`config.mk`:
```
export PLATFORM = sky130hd
export DESIGN_NAME = fetch_pipe_ctrl
export DESIGN_NICKNAME = d
export VERILOG_FILES = /design/src/rtl/fetch_pipe_ctrl.sv
export SDC_FILE = /design/constraint.sdc
export NUM_CORES = 1
export LEC_CHECK = 0
export CAP_MARGIN = 20
export CORE_MARGIN = 1
export CORE_UTILIZATION = 45
export CTS_CLUSTER_DIAMETER = 200
export DETAILED_ROUTE_END_ITERATION = 8
export GPL_TIMING_DRIVEN = 0
export HOLD_SLACK_MARGIN = 0.02
export PLACE_DENSITY = 0.81
export SYNTH_ARGS = -nofsm -noshare
export SYNTH_HDL_FRONTEND = slang
export SYNTH_SLANG_ARGS = --single-unit
```
`constraint.sdc`:
```
create_clock -name clk -period 3.6 [get_ports clk]
set_input_delay 0.72 -clock clk [delete_from_list [all_inputs] [get_ports clk]]
set_output_delay 0.72 -clock clk [all_outputs]
set_load 0.01 [all_outputs]
```
`src/rtl/fetch_pipe_ctrl.sv`:
```
// Instruction fetch stage controller: PC sequencing, IF/ID register, HLT detection
// and a saturating count of cycles where a fetch request was not served.
module fetch_pipe_ctrl (
    input  logic        clk,
    input  logic        rst_n,
    input  logic        stall_decode,
    input  logic        flush,
    input  logic [15:0] branch_target,
    input  logic [15:0] imem_rdata,
    input  logic        imem_ready,
    output logic [15:0] pc,
    output logic        imem_req,
    output logic [15:0] fd_instr,
    output logic [15:0] fd_pc_plus2,
    output logic        fd_valid,
    output logic        halted,
    output logic [15:0] fetch_miss_cnt
);

    typedef enum logic {
        S_FETCH = 1'b0,
        S_HALT  = 1'b1
    } state_t;

    localparam logic [3:0] HLT_OP = 4'b1111;

    function automatic logic [15:0] sat_inc(input logic [15:0] v);
        return (v == 16'hFFFF) ? v : v + 16'd1;
    endfunction

    state_t      r_state;
    state_t      w_state_nxt;
    logic [15:0] r_pc;
    logic [15:0] r_fd_instr;
    logic [15:0] r_fd_pc_plus2;
    logic        r_fd_valid;
    logic [15:0] r_miss_cnt;

    logic [15:0] w_pc_nxt;
    logic [15:0] w_fd_instr_nxt;
    logic [15:0] w_fd_pc_plus2_nxt;
    logic        w_fd_valid_nxt;
    logic [15:0] w_miss_cnt_nxt;
    logic [15:0] w_pc_plus2;
    logic        w_is_hlt;
    logic        w_req;
    logic        w_miss;

    // Request is suppressed while reset is held so nothing is fetched before release.
    assign w_req      = rst_n && (r_state == S_FETCH) && !stall_decode;
    assign w_miss     = w_req && !imem_ready;
    assign w_pc_plus2 = r_pc + 16'd2;
    assign w_is_hlt   = (imem_rdata[15:12] == HLT_OP);

    always_comb begin
        w_state_nxt       = r_state;
        w_pc_nxt          = r_pc;
        w_fd_instr_nxt    = r_fd_instr;
        w_fd_pc_plus2_nxt = r_fd_pc_plus2;
        w_fd_valid_nxt    = r_fd_valid;
        w_miss_cnt_nxt    = w_miss ? sat_inc(r_miss_cnt) : r_miss_cnt;

        if (flush) begin
            w_pc_nxt       = branch_target;
            w_fd_valid_nxt = 1'b0;
            w_fd_instr_nxt = 16'h0000;
            w_state_nxt    = S_FETCH;
        end else if (stall_decode) begin
            w_state_nxt = r_state;
        end else if (r_state == S_HALT) begin
            // HLT already sits in (or has left) IF/ID; keep feeding bubbles.
            w_fd_valid_nxt = 1'b0;
            w_fd_instr_nxt = 16'h0000;
        end else if (imem_ready) begin
            w_fd_instr_nxt    = imem_rdata;
            w_fd_pc_plus2_nxt = w_pc_plus2;
            w_fd_valid_nxt    = 1'b1;
            if (w_is_hlt) begin
                w_state_nxt = S_HALT;
            end else begin
                w_pc_nxt = w_pc_plus2;
            end
        end else begin
            w_fd_valid_nxt = 1'b0;
            w_fd_instr_nxt = 16'h0000;
        end
    end

    always_ff @(posedge clk or negedge rst_n) begin
        if (!rst_n) begin
            r_state       <= S_FETCH;
            r_pc          <= 16'h0000;
            r_fd_instr    <= 16'h0000;
            r_fd_pc_plus2 <= 16'h0000;
            r_fd_valid    <= 1'b0;
            r_miss_cnt    <= 16'h0000;
        end else begin
            r_state       <= w_state_nxt;
            r_pc          <= w_pc_nxt;
            r_fd_instr    <= w_fd_instr_nxt;
            r_fd_pc_plus2 <= w_fd_pc_plus2_nxt;
            r_fd_valid    <= w_fd_valid_nxt;
            r_miss_cnt    <= w_miss_cnt_nxt;
        end
    end

    assign pc             = r_pc;
    assign imem_req       = w_req;
    assign fd_instr       = r_fd_instr;
    assign fd_pc_plus2    = r_fd_pc_plus2;
    assign fd_valid       = r_fd_valid;
    assign halted         = (r_state == S_HALT);
    assign fetch_miss_cnt = r_miss_cnt;

endmodule

```
-- Word-level counts from Yosys, hierarchy flattened
Cells that the tools add are included.
- register bits after elaboration: 66
- input port bits: 37
- output and inout bits: 67
- logic and storage cells: 44
- add/subtract/negate cells: 2
- equal/unequal tests: 5
- muxes and demuxes: 18
- bitwise logic cells: 4
- reductions and logical operators: 9
- operator list (operator ; count):
    $mux 16 ; 9
    $add 16x1->16 const B ; 1
    $add 16x2->16 const B ; 1
    $eq 16x16->1 const B ; 1
    $mux 1 ; 9
    $reduce_and 4->1 ; 2
    $eq 4x4->1 const B ; 1
    $ne 2x2->1 const B ; 2
    $not 1->1 ; 4
    $logic_and 1x1->1 ; 3
    $logic_not 1->1 ; 2
    $ne 2x1->1 const B ; 1
    $reduce_and 2->1 ; 1
    $reduce_bool 2->1 ; 1

-- Longest topological paths before layout
- depth after elaboration: 6
- gate-level depth with buffers: 6
- mapped depth without buffers: 5

-- Worst setup path after synthesis
Ideal clock, no wire load.
- path kind: input-to-reg
- start: input imem_ready
- end: register r_miss_cnt[9], in the netlist fetch_miss_cnt[9]
- library setup time: 127 ps
- data arrival time: 2017 ps
- data required time: 3473 ps
- slack: 1456 ps
- stages: 5
- path buffers: 1
- path through: or4b_1 -> buf_6 -> nor4_4 -> nand4_1 -> xnor2_1
- cells in the longest elaborated chain, start to end: 3
- ends and longest elaborated chain (what ; line ; text):
    start, declared ; 10 ; input logic imem_ready,
    $logic_not 1->1 ; 51 ; assign w_miss = w_req && !imem_ready;
    $logic_and 1x1->1 ; 51 ;
    $reduce_and 2->1 (no source line) ; -- ;
    end signal, assigned ; 103 ; r_miss_cnt <= w_miss_cnt_nxt;
    end, declared ; 37 ; logic [15:0] r_miss_cnt;
No other way between the ends.
A chain may end at the register's enable or synchronous reset.

-- Worst setup path after layout
- start: input rst_n
- end: output imem_req
- cells in the longest elaborated chain, start to end: 2
- ends and longest elaborated chain (what ; line ; text):
    start, declared ; 5 ; input logic rst_n,
    $logic_and 1x1->1 (2 in series) ; 50 ; assign w_req = rst_n && (r_state == S_FETCH) && !stall_decode;
    end, declared ; 12 ; output logic imem_req,
No other way between the ends.

==> impl_metrics.py <==
metrics = {
    "synthesis": {
        "synthesis.nets": 331,
        "synthMuxAreaShare": 0.0206,
        "seq_area_frac_synth": 0.522,
        "synth_cells": 292,
        "syn-cell-area_um2": 3170,
        "synth_compound_area_frac": 0.119,
        "yosysMostFrequentCell": "dfrtp_1",
        "synth-edff-count": 0,
        "synth-xor-area-share": 0.0941,
        "synth_top_family_by_area": "simple AND/OR/NAND/NOR gates",
        "synth-warning-count": 0,
        "synth_top_area_cell": "dfrtp_1",
        "synthAdderAreaFrac": 0.00791,
        "synth-async-reset-ratio": 1.00,
        "syn_area_per_cell_um2": 10.8,
        "synthSimpleGateAreaFrac": 0.203,
        "ys_top_cells_by_area": "dfrtp_1 (52%), xnor2_1 (4.7%), xor2_1 (4.7%)",
        "synth_common_cells": "dfrtp_1 (66), nor2_1 (21), nand2_1 (19)",
        "ys_ff_latch": 66,
        "ys_types": 47,
        "ys.flop_type": "dfrtp_1",
        "synth_top_cell_area_share": 0.522,
    },
    "sta": {
        "min_period_ps": 2920,
        "maxSlewViolCount": 0,
        "tightest_slew_ps": 830,
        "setup_tns_ps": 0,
        "timing.final.hold_violations": 0,
        "rsz0062_at_grt": "no",
        "finalSetupViolCount": 0,
        "fmax_ghz": 0.342,
        "slew_headroom": 0.447,
        "fin_crit_sh": 0.812,
        "clock_skew_ps": 9.22,
    },
    "place": {
        "io_buffers": 102,
        "dp_hpwl_um": 5610,
        "dp.cells": 490,
        "gp_congestion": 0.852,
    },
    "routing": {
        "drt_iter0_drc": 166,
        "detail_route.wl_per_cell_um": 15.9,
        "drt_first_pass_iters": 6,
        "drt-total-wl_um": 8040,
        "vias": 2766,
        "ant_nets": 0,
        "met1_length_um": 3540,
        "wl_met2_um": 3760,
        "drc_errors": 0,
        "vias_per_cell": 5.47,
        "routed.top_layer": "met4",
        "wl_met3_um": 576,
    },
    "setup_path": {
        "cp_cell_sequence": "buf_4, nor3b_1, clkdlybuf4s50_1",
        "cp_slowest_stage_delay_ps": 640,
        "cpLargestDelayFamily": "buffers and inverters",
        "reg2reg_from": "pc[1]$_DFFE_PN0P_",
        "crit_required_ps": 2880,
        "r2r_end": "pc[13]$_DFFE_PN0P_",
        "worstSetupPathType": "in2out",
        "cp_max_fo": 68,
        "r2r_slack_ps": 1350,
        "crit_buf_inv": 2,
        "cp-end-kind": "output pin",
        "reg2regPathDepth": 6,
        "worst_path_max_delay_cell": "buf_4",
        "arrival_ps": 2200,
        "cp-start-kind": "input pin",
    },
    "clock_tree": {
        "root_buffer": "clkbuf_8",
        "cts_tree": "built",
        "cts_setup_buffers": 0,
        "clock-sinks": 66,
        "cts_buffer_depth": 2,
        "worstSkewPairLatency_ps": 340,
        "cts-buffers-inserted": 9,
        "clk_pin_slew_ps": 70,
        "postCtsHoldBufs": 0,
        "htree_levels": 3,
        "cts_resized": 0,
    },
    "floorplanning": {
        "dieArea_um2": 7370,
        "initial_core_util": 0.466,
        "die_y_um": 85.9,
        "ios": 104,
        "core_area_um2": 6790,
        "die_w_um": 85.9,
        "fp-row-count": 30,
    },
    "final_layout": {
        "fillers": 560,
        "final_layout_size_suffix_gt1_frac": 0.0854,
        "postLayoutCoreUtil": 0.669,
        "areaGrowthSynthToFinish_pct": 43.5,
        "diodes": 0,
        "nets": 444,
        "instances_no_fill": 506,
    },
    "global_routing": {
        "grt_pass1_vias": 2717,
        "grt_max_degree": 69,
        "grt.overflow.total": 0,
        "antenna_found_initial": 0,
        "grt.total_usage": 0.232,
        "grt_pass1_wl_um": 13300,
    },
    "run": {
        "cap_violations": 0,
    },
    "power_and_ir_drop": {
        "ir_drop_v": 0.000224,
        "leakagePower_uw": 0.00187,
        "cellPowerDensity_nw_per_um2": 473,
    },
    "status": {
        "status": "finished clean",
    },
    "hold_path": {
        "min_path_type": "in2async",
    },
}
==> layout make-up <==
cell class | instances | area [µm²] | area share
flip-flops and latches | 66 | 1650 | 0.364
multi-input cells | 203 | 1410 | 0.310
clock inverters | 4 | 72.6 | 0.0160
clock buffers | 12 | 165 | 0.0364
repair buffers | 102 | 1020 | 0.224
inverters | 6 | 22.5 | 0.00496
plain buffers | 17 | 82.6 | 0.0182
well taps | 96 | 120 | 0.0264
==> report_power, final <==
group | internal [µW] | switching (µW)
clock network | 446 | 289
registers | 833 | 95.5
logic | 276 | 210
total | 1550 | 595
==> how the worst max path moves through the flow <==
stage,from,endpoint,cells past startpoint
floorplan,imem_ready,fetch_miss_cnt[9]$_DFFE_PN0P_,5
global placement,rst_n,fetch_miss_cnt[9]$_DFFE_PN0P_,6
detailed placement,rst_n,fetch_miss_cnt[9]$_DFFE_PN0P_,6
CTS,rst_n,imem_req,3
global route,rst_n,imem_req,3
finish,rst_n,imem_req,3
==> routing by layer <==
layer,global-route usage,vias up
met1,0.309,1342
met5,0,-
met2,0.369,129
met3,0.0423,14
met4,0.108,0
li1,-,1281
==> worst reg2reg max path, cell delays in order (launching register included) <==
cell and delay, ps:
dfrtp_1 500, ha_1 300, and4_1 200, clkbuf_1 280, nand4bb_1 260, a32o_1 320
a221o_1 290
==> metrics by stage <==
stage	cell area [µm²]	hold WS [ps]	power, µW	setup WS (ps)
final	4540	488	2150	677
after global routing	4540	507	2240	450
after CTS	4540	486	2160	611
after detailed placement	4300	469	1420	595
after global placement	4310	460	1410	-1370
after floorplan	3170	424	1130	1460
==> cells in the final DEF, fill, tap and decap left out, drive strengths merged, types with 3 or more instances in the layout <==
cell type | Yosys | routed
o21ai | 8 | 8
clkdlybuf4s50 | 0 | 101
a31oi | 6 | 6
and3 | 3 | 3
clkbuf | 8 | 20
nand4 | 12 | 12
nor2 | 21 | 21
nor4b | 5 | 5
mux2 | 4 | 4
nor3 | 6 | 6
nand2 | 19 | 19
nand3 | 12 | 12
nor3b | 6 | 6
xnor2 | 17 | 17
and4 | 3 | 3
a21oi | 13 | 13
inv | 6 | 6
dfrtp | 66 | 66
buf | 9 | 10
xor2 | 17 | 17
nor4 | 5 | 5
a22o | 16 | 16
==> state kept, by name, indices dropped and copies added (netlist names) <==
name            flops
fetch_miss_cnt     16
fd_valid            1
fd_pc_plus2        16
halted              1
pc                 16
fd_instr           16
==> logic make-up after synthesis <==
group	Yosys count
AO/OA/AOI/OAI	54
XOR/XNOR	34
adder cells (fa/ha/maj)	2
buffers and inverters	23
flip-flops	66
multiplexers	6
AND/OR/NAND/NOR	107
(Power assumes the default switching activity.)
